### src/rtl/jpeg_bit_packer.sv
// rtl/jpeg_bit_packer.sv - packs Huffman code bundles MSB-first into a byte-stuffed JPEG entropy stream.
module jpeg_bit_packer #(
  parameter int NUM_AC = 8,
  parameter int ACC_W  = 64
) (
  input  logic        clk,
  input  logic        rst_n,
  input  logic        in_valid,
  output logic        in_ready,
  input  logic [4:0]  code_length_DC,
  input  logic [19:0] code_out_DC,
  input  logic [4:0]  code_length1,
  input  logic [31:0] code_out1,
  input  logic [4:0]  code_length2,
  input  logic [31:0] code_out2,
  input  logic [4:0]  code_length3,
  input  logic [31:0] code_out3,
  input  logic [4:0]  code_length4,
  input  logic [31:0] code_out4,
  input  logic [4:0]  code_length5,
  input  logic [31:0] code_out5,
  input  logic [4:0]  code_length6,
  input  logic [31:0] code_out6,
  input  logic [4:0]  code_length7,
  input  logic [31:0] code_out7,
  input  logic [4:0]  code_length8,
  input  logic [31:0] code_out8,
  input  logic [4:0]  code_length_table,
  input  logic [31:0] code_out_table,
  input  logic        flush,
  output logic        out_valid,
  input  logic        out_ready,
  output logic [7:0]  out_byte,
  output logic        flush_done,
  output logic [15:0] byte_count
);

  localparam int NSLOT  = NUM_AC + 2;
  localparam int SLOT_W = $clog2(NSLOT);
  localparam int CNT_W  = $clog2(ACC_W) + 1;

  typedef enum logic [1:0] {IDLE, PACK, PAD, DRAIN} state_t;

  state_t            state;
  logic [SLOT_W-1:0] slot;
  logic [4:0]        len_r  [NSLOT];
  logic [31:0]       code_r [NSLOT];
  logic [ACC_W-1:0]  acc;
  logic [CNT_W-1:0]  cnt;
  logic              stuff_pending;

  logic        slot_go;
  logic [4:0]  app_len;
  logic [31:0] app_bits;
  logic        load;
  logic        ext;
  logic [7:0]  top_byte;

  assign in_ready = (state == IDLE);

  // Valid bits sit right-aligned in acc; anything above cnt is don't-care.
  always_comb begin
    slot_go  = (state == PACK) && (cnt <= CNT_W'(32));
    app_len  = '0;
    app_bits = '0;
    if (slot_go) begin
      app_len  = len_r[slot];
      app_bits = code_r[slot] & ((32'd1 << len_r[slot]) - 32'd1);
    end else if ((state == PAD) && (cnt[2:0] != 3'd0)) begin
      app_len  = 5'd8 - {2'b00, cnt[2:0]};
      app_bits = (32'd1 << app_len) - 32'd1;
    end
    load     = !out_valid || out_ready;
    ext      = load && !stuff_pending && (cnt >= CNT_W'(8));
    top_byte = 8'(acc >> (cnt - CNT_W'(8)));
  end

  always_ff @(posedge clk or negedge rst_n) begin
    if (!rst_n) begin
      state         <= IDLE;
      slot          <= '0;
      acc           <= '0;
      cnt           <= '0;
      stuff_pending <= 1'b0;
      out_valid     <= 1'b0;
      out_byte      <= 8'h00;
      flush_done    <= 1'b0;
      byte_count    <= 16'd0;
      for (int i = 0; i < NSLOT; i++) begin
        len_r[i]  <= '0;
        code_r[i] <= '0;
      end
    end else begin
      flush_done <= 1'b0;
      acc        <= (acc << app_len) | ACC_W'(app_bits);
      cnt        <= cnt + CNT_W'(app_len) - (ext ? CNT_W'(8) : CNT_W'(0));

      if (load) begin
        if (stuff_pending) begin
          out_byte      <= 8'h00;
          out_valid     <= 1'b1;
          stuff_pending <= 1'b0;
        end else if (ext) begin
          out_byte      <= top_byte;
          out_valid     <= 1'b1;
          stuff_pending <= (top_byte == 8'hFF);
        end else begin
          out_valid <= 1'b0;
        end
      end

      if (out_valid && out_ready)
        byte_count <= byte_count + 16'd1;

      case (state)
        IDLE: begin
          if (in_valid) begin
            len_r[0]        <= code_length_DC;
            code_r[0]       <= {12'd0, code_out_DC};
            len_r[1]        <= code_length1;
            code_r[1]       <= code_out1;
            len_r[2]        <= code_length2;
            code_r[2]       <= code_out2;
            len_r[3]        <= code_length3;
            code_r[3]       <= code_out3;
            len_r[4]        <= code_length4;
            code_r[4]       <= code_out4;
            len_r[5]        <= code_length5;
            code_r[5]       <= code_out5;
            len_r[6]        <= code_length6;
            code_r[6]       <= code_out6;
            len_r[7]        <= code_length7;
            code_r[7]       <= code_out7;
            len_r[8]        <= code_length8;
            code_r[8]       <= code_out8;
            len_r[NSLOT-1]  <= code_length_table;
            code_r[NSLOT-1] <= code_out_table;
            slot            <= '0;
            state           <= PACK;
          end else if (flush) begin
            state <= PAD;
          end
        end
        PACK: begin
          if (slot_go) begin
            if (slot == SLOT_W'(NSLOT - 1))
              state <= IDLE;
            else
              slot <= slot + SLOT_W'(1);
          end
        end
        PAD: state <= DRAIN;
        DRAIN: begin
          // No handshake can be in flight here, so the clear never races an increment.
          if ((cnt == '0) && !stuff_pending && !out_valid) begin
            flush_done <= 1'b1;
            byte_count <= 16'd0;
            state      <= IDLE;
          end
        end
        default: state <= IDLE;
      endcase
    end
  end

endmodule

### config.mk
export PLATFORM = sky130hd
export DESIGN_NAME = jpeg_bit_packer
export DESIGN_NICKNAME = d
export VERILOG_FILES = /design/src/rtl/jpeg_bit_packer.sv
export SDC_FILE = /design/constraint.sdc
export NUM_CORES = 1
export LEC_CHECK = 0
export CORE_MARGIN = 2
export CORE_UTILIZATION = 50
export CTS_CLUSTER_DIAMETER = 100
export CTS_CLUSTER_SIZE = 20
export DETAILED_ROUTE_END_ITERATION = 7
export GPL_TIMING_DRIVEN = 0
export PLACE_DENSITY = 0.77
export SLEW_MARGIN = 10
export SYNTH_ARGS = -nofsm -noshare
export SYNTH_HDL_FRONTEND = slang
export SYNTH_SLANG_ARGS = --single-unit
### constraint.sdc
create_clock -name clk -period 5.45 [get_ports clk]
set_clock_uncertainty 0.1 [all_clocks]
set_input_delay 1.3625 -clock clk [delete_from_list [all_inputs] [get_ports clk]]
set_output_delay 1.3625 -clock clk [all_outputs]
set_load 0.02 [all_outputs]
* Yosys cells after proc, flatten, opt, wreduce, memory -nomap -nowiden
Index checks and enable logic that the tools add are counted.
** Storage, ports and cells
- Flip-flop bits (word level) :: 462
** Cells by class
- $add $sub $neg :: 8
- Magnitude comparators :: 3
- Equality and inequality tests :: 11
- Shift-type cells :: 4
- Mux-type cells :: 32
- Bitwise gates (word level) :: 3
- Reduce and logical (&&, ||, !) cells :: 19
** Operators by type and width (count)
- 32-bit binary-select mux with 4-bit select :: 1
- 32-bit two-way mux :: 4
- 64-bit by 32-bit OR with 64-bit output :: 1
- 1-bit by 5-bit << shifter with 32-bit output (first input constant) :: 2
- 64-bit by 5-bit << shifter with 64-bit output :: 1
- 64-bit by 7-bit right shift with 8-bit output :: 1
- 32-bit by 1-bit subtractor with 32-bit output (second input constant) :: 2
- 16-bit two-way mux :: 3
- 32-bit bitwise AND :: 1
- 5-bit binary-select mux with 4-bit select :: 1
- 5-bit two-way mux :: 4
- 16-bit by 1-bit adder with 16-bit output (second input constant) :: 1
- 4-bit two-way mux :: 4
- 8-bit two-way mux :: 2
- 2-bit two-way mux :: 5
- 8-bit equality test (second input constant) :: 1
- 2-bit != test (second input constant) :: 4
- 2-bit one-hot mux with 4 select lines :: 1
- 4-bit one-hot mux with 2 select lines :: 1
- 4-bit AND reduction :: 2
- 7-bit by 5-bit adder with 7-bit output :: 1
- 7-bit by 4-bit greater-or-equal comparator with 1-bit output (second input constant) :: 1
- 7-bit by 6-bit less-or-equal comparator with 1-bit output (second input constant) :: 1
- 1-bit logical AND :: 7
- 19 further kinds :: 28

* Longest topological paths before layout
Gate-level depths: netlist of the first run.
- Word-level depth :: 9
- Gate-level depth with buffers :: 23

* Worst setup path after synthesis of the first run
OpenSTA, ideal clock, no wires.
- Kind :: flip-flop to flip-flop
- Start :: register cnt[1]
- End :: register cnt[6]
- Arrival :: 4939 ps
- Required time :: 5271 ps
- Setup slack :: 332 ps
- Cell stages (with the launch flop) :: 24
- Path buffers :: 8
- Clock period less this slack :: 5118 ps
- Path through :: dfrtp_1 > buf_2 > clkinv_1 > buf_1 > buf_1 > ha_1 > and4bb_1 > a32oi_1 > or2_0 > buf_2 > buf_2 > o21ai_2 > inv_1 > buf_2 > buf_2 > buf_1 > fa_1 > inv_1 > ha_1 > inv_1 > o21bai_1 > a21o_1 > a21oi_1 > xor2_1
** On the way
- Longest elaborated chain between the ends :: 6
- Elaborated cells on any way between the ends :: 12
- Those cells by class :: 3 x add/sub; 2 x order compare; 3 x mux; 4 x reduce/logical
** RTL lines
- from (decl) :: RTL line 49 : logic [CNT_W-1:0] cnt;
- from (signal assigned) :: RTL line 96 : cnt <= cnt + CNT_W'(app_len) - (ext ? CNT_W'(8) : CNT_W'(0));
- parallel branches: the longest is 5 deep, another holds 7-bit by 6-bit less-or-equal comparator with 1-bit output
- 7-bit by 4-bit subtractor with 7-bit output (*) :: RTL line 96
Mark *: on every way between the ends.
A chain may end at the register's enable or synchronous reset.

* Worst setup path in the final report of the first run
Same ends and word-level chain as after synthesis.

==> results.cfg, run 1 <==
[floorplanning]
die_x_um = 234
row_count = 84
core_sq_mm = 0.0523
ios = 390
die_area_sq_mm = 0.0547
start_util_pct = 50.4
die_h_um = 234

[critical_path]
setup.worst_path.end_class = flop
path_class = reg2reg
path_max_fanout = 16
reg2reg_depth = 22
timing.rr.start = cnt[1]
cp.arrival_ps = 5640
startpoint = cnt[1]
startpoint_type = flop
crit_required_ps = 5890

[flow_run]
maxCapViolCount = 0

[sta]
slew_headroom_pct = 24.0
setup_tns_ps = 0
tightest_slew_ps = 1140
hold_viol = 0
final.period_utilization_pct = 95.4
maxSlewViolCount = 0
setup_viol = 0
fmax_mhz = 192
period_needed_ps = 5200

[yosys]
synth_edf_count = 0
ys_warn_count = 0
synthArstFlopShare_pct = 100
yosysUniqueCellTypes = 83
synth_area_sq_mm = 0.0264
synth.ff_latch_count = 453
syn_nets = 2715
ys.flop_type = dfrtp_1
netlist_instances = 2327
yosysSeqAreaShare_pct = 42.9
syn_avg_cell_area_sq_um = 11.3
yosys-top-cells-area = dfrtp_1, mux2_2, mux2i_1
yosys.area.top_type = dfrtp_1
netlist.area_leader.share_pct = 42.9

[clocking]
cts_made_buffers = 29
postCtsHoldBufs = 0
clockBufferDepth = 3
clkTransAtPathRegs_ps = 90
cts_root_buffer = clkbuf_16
cts_tree = yes
clkSinkCount = 453
cts_htree_levels = 1
clk_latency_ps = 630

[pwr]
p_leak_nw = 14.1
p_per_area_mw_per_mm2 = 596
ir_drop_v = 0.000406

[final_layout]
nNetsFinal = 3132
fillCellCount = 4275
final_cells = 3458
utilization_pct = 61.4
synthToLayoutAreaGrowth_pct = 21.8
drive_above_1_share_pct = 22.6

[global_routing]
grt_pass1_wl_um = 158000
grt_most_used_layer = met2
grt_use_met1_pct = 50.6
first_global_vias = 23400
globalRouteMet3Util_pct = 8.91
grt_remaining_overflow = 0
grt_util_met2_pct = 64.6
grt_max_degree = 114
antenna_found_initial = 21
grt_usage_pct = 39.8

[detailed_routing]
drt_wl_total_um = 108000
vias = 22700
drtAntennaViolNets = 0
initialDrtViolationCount = 2203
wl_per_cell_um = 31.4
drt_pass1_iterations = 8
route.detailed.drc = 2
vias_per_cell = 6.57

[placement]
dp_hpwl_um = 85400
port-buffer-count = 380
dpl.cell_count = 3399
routabilityCongestion = 1.04

[worst_hold_path]
hold_depth = 1
hp-class = reg2reg
holdCritStartpoint = out_byte[7]

[status]
violations = design-rule violations
status = complete, but fails checks
-- per-layer routing --
layer  part of all wire (%)  vias to the layer above
met5                  0.084                        -
met4                    5.9                       12
met3                    9.0                      340
met2                     46                     1302
met1                     39                    11600
li1                       -                     9505
-- synthesized netlist by cell type (9+ instances only) --
master and count:
o22ai_1 25, a22oi_1 44, o211ai_1 21, buf_2 47, a22o_1 11, mux2i_1 187, mux2_2 399, and3_1 10
nor2b_1 11, ha_1 24, mux4_2 79, buf_1 13, xnor2_1 14, a211o_1 12, nor3_1 23, inv_1 24
a211oi_1 38, nand3_1 27, a21oi_1 146, nand2_1 181, o21a_1 9, nor2_1 139, a32oi_1 10, xor2_1 11
dfrtp_1 453, a21o_1 11, clkbuf_1 105, a221oi_1 9, o21ai_0 94
-- worst max-delay path: stages, from the launching register on --
cell and delay, ps:
dfrtp_1 430, buf_2 220, inv_6 170, buf_4 250
ha_1 230, and4bb_1 280, a32oi_4 160, or2_0 230
buf_2 170, buf_4 200, o21ai_4 290, inv_1 110
clkbuf_4 230, buf_6 200, buf_6 190, fa_1 520
inv_1 50, ha_1 290, inv_1 80, o21bai_1 100
a21o_1 200, a21oi_1 200, xor2_1 160
-- per-stage QoR --
stage	area [sq um]	power [mW]	worst slack, ps	hold WS, ps
2_1_floorplan	26400	12.6	332	372
3_3_place_gp	31100	16.4	-16750	365
3_5_place_dp	31200	16.5	-1620	380
4_1_cts	32100	18.8	56.1	399
5_1_grt	32100	20.0	-18.0	421
6_report	32200	19.2	251	394
-- cell families after synthesis --
family          share of synthesized area [%]
buf+inv                                  3.56
compound gates                           12.6
flops                                    42.9
xor+xnor                                0.829
other cells                            0.0142
simple gates                             6.98
mux                                      31.9
fa+ha+maj                                1.21
-- cell type report --
type / count / area, sq um / share of cell area (%)
Tap cell: 688 / 861 / 2.68
Clock buffer: 31 / 733 / 2.28
Timing Repair Buffer: 389 / 3960 / 12.3
Antenna cell: 19 / 47.5 / 0.148
Sequential cell: 453 / 11300 / 35.3
Multi-Input combinational cell: 1665 / 14200 / 44.0
Clock inverter: 7 / 95.1 / 0.296
Buffer: 175 / 845 / 2.63
Inverter: 31 / 124 / 0.385
-- final timing paths --
check	to	slack, ps
setup / recovery	cnt[6]	250
hold / removal	out_byte[7]	390
setup reg to reg	cnt[6]	250
min in group asynchronous	byte_count[9]	660
max in group asynchronous	code_r[86]	3150
hold reg to reg	out_byte[7]	390
-- registers in the layout, summed over array words and instances (netlist names) --
register	cells
acc	64
byte_count	16
cnt	7
code_r	299
flush_done	1
len_r	50
out_byte	8
out_valid	1
slot	4
state	2
stuff_pending	1
-- cell usage in the layout (no fill, tap or decap), drive strengths merged, types with 27 or more instances in the layout --
master / count
dfrtp: 453
mux2: 399
clkdlybuf4s50: 379
mux2i: 199
nand2: 181
a21oi: 146
nor2: 140
clkbuf: 137
o21ai: 104
mux4: 82
buf: 79
a22oi: 46
a211oi: 38
inv: 37
nand3: 27
-- power breakdown --
group	leakage [nW]	internal [mW]	switching (mW)
clock network	0.407	0.993	1.26
registers	5.90	4.74	1.13
logic	7.75	4.59	6.46
-- what timing repair did --
action                                  CTS  global route
pin swaps                                 0             1
setup buffers                             0             5
resized for setup                        20             7
endpoints found under the setup margin   60             2
Note: power is estimated with default switching activity, not from simulation.
==> inputs of run 2 (changes only) <==
CAP_MARGIN = 30   (was not set)
RECOVER_POWER = 100   (was not set)
==> run 2 against run 1 <==
The run ends with max-capacitance violations, max-slew violations left. Clock-buffer cell count unchanged. Non-clock buffer count up 4. Clock power about the same. Final area about the same. Maximum frequency down 4.2%. Critical path depth down 6. First-iteration DRC count up 2.5%. Routed wire length about the same. Global-route usage about the same. Die area unchanged.
==> results.cfg, run 2 (same netlist as run 1, synthesis figures left out) <==
[status]
status = complete, but fails checks
violations = max-capacitance violations, max-slew violations

[final_layout]
layout_commonest_cell = dfrtp_1
multi_input_area_sq_mm = 0.0141
fin_area_sq_mm = 0.0321
seqCellArea_sq_mm = 0.0113
synthToLayoutAreaGrowth_pct = 21.8
fillCellCount = 4257
top_register = code_r
utilization_pct = 61.4
final_cell_mix = dfrtp_1, mux2_2, clkdlybuf4s50_1, mux2i_1, nand2_1
drive_above_1_share_pct = 22.4
largest_register_ffs = 299
nNetsFinal = 3136
reg_top3 = code_r x299, acc x64, len_r x50

[floorplanning]
die_area_sq_mm = 0.0547
start_util_pct = 50.4
row_count = 84
die_x_um = 234
ios = 390
die_h_um = 234
core_sq_mm = 0.0523

[detailed_routing]
vias_per_cell = 6.58
wl_per_cell_um = 31.4
drt_pass1_iterations = 6
route.detailed.drc = 0
drt_wl_total_um = 108000
initialDrtViolationCount = 2257
drtAntennaViolNets = 0
vias = 22800

[critical_path]
path_class = reg2reg
crit_required_ps = 5900
cp.arrival_ps = 5880
startpoint_type = flop
setup.worst_path.end_class = flop
r2r-end = cnt[6]
timing.rr.start = slot[1]
rrSetupSlack_ps = 20
path_max_fanout = 10
reg2reg_depth = 16

[global_routing]
antenna_found_initial = 26
grt_remaining_overflow = 0
first_global_vias = 23600
grt_usage_pct = 39.9
grt_pass1_wl_um = 158000
grt_max_degree = 114

[sta]
fmax_mhz = 184
setup_tns_ps = 0
hold_viol = 0
tightest_slew_ps = 2340
final.period_utilization_pct = 99.6
slew_headroom_pct = -56.2
period_needed_ps = 5430
maxSlewViolCount = 149
layout_setup_ws_ps = 22.9
rsz0062_at_grt = false
hold_slack_ps = 387
setup_viol = 0

[placement]
routabilityCongestion = 1.04
dpl_worst_slack_ps = -1330
placed_cell_area_sq_mm = 0.0312
dp_hpwl_um = 85500
port-buffer-count = 380

[clocking]
cts_root_buffer = clkbuf_16
clkSinkCount = 453
clkTransAtPathRegs_ps = 90
cts_htree_levels = 1
cts_made_buffers = 29
cts_tree = yes
clk_latency_ps = 640
clockBufferDepth = 3

[pwr]
p_leak_nw = 14.1
p_per_area_mw_per_mm2 = 596
ir_drop_v = 0.000378

[worst_hold_path]
whs_endpoint = out_byte[7]
hp-class = reg2reg
holdCritStartpoint = out_byte[7]
hold_depth = 1

[flow_run]
maxCapViolCount = 2
-- run 2: changes by cell type in the layout (fill, tap and decap cells not counted), sizes merged --
cell           before  now
buf                79   75
dlygate4sd3         0   28
clkbuf            137  145
diode              19   15
inv                37   34
clkdlybuf4s50     379  351
clkinv              1    4
-- run 2: worst max-delay path: stages (launching register included) --
cell and delay (ps):
dfrtp_1 410, clkbuf_1 770, inv_2 380, mux2i_1 530, o21a_1 390, o21ai_2 250
inv_2 220, clkbuf_2 370, buf_2 450, ha_1 310, inv_1 60, ha_1 250
a21oi_1 180, o21bai_1 110, a21o_1 200, a21oi_1 210, xor2_1 160
-- run 2: power breakdown --
| group | internal [mW] | switching, mW | leakage (nW) | total, mW |
|---|---|---|---|---|
| combinational | 4.59 | 6.42 | 7.81 | 11.0 |
| clock | 1.00 | 1.27 | 0.411 | 2.27 |
| sequential | 4.75 | 1.13 | 5.90 | 5.88 |
| total | 10.3 | 8.82 | 14.1 | 19.1 |
-- run 2: through the flow --
step,instances,power (mW)
6_report,3458,19.1
5_1_grt,3456,20.0
4_1_cts,3439,18.8
3_5_place_dp,3402,16.5
3_3_place_gp,3395,16.4
2_1_floorplan,2327,12.6
-- run 2: cell type report --
class,instances,share of cell area [%]
antenna,15,0.117
buffer,176,2.61
clock buffer,31,2.31
clock inverter,7,0.304
inverter,31,0.385
multi-input combinational,1665,44.0
sequential,453,35.3
tap,688,2.68
timing repair buffer,392,12.3
-- run 2: timing repair --
action / CTS / global route
pin swaps: 0 / 1
setup endpoints to repair: 54 / 1
buffers inserted: 0 / 4
hold buffers: 0 / 0
gates resized for setup: 18 / 7
-- run 2: worst max path at each step --
stage	startpoint	endpoint	slack [ps]	cells past startpoint
final	slot[1]	cnt[6]	20	16
after global routing	slot[1]	cnt[6]	6	17
after CTS	cnt[0]	cnt[6]	7	24
after detailed placement	cnt[1]	cnt[6]	-1330	24
after global placement	rst_n	code_r[160]	-16750	1
after floorplan	cnt[1]	cnt[6]	330	23
-- run 2: per-layer routing --
metal  vias up  share of wire (%)  track usage (%)
met5         -               0.15                0
met4        24                6.4             21.8
met3       361                9.4             9.92
met2      1343                 46             63.8
met1     11500                 38             49.9
li1       9513                  -                -
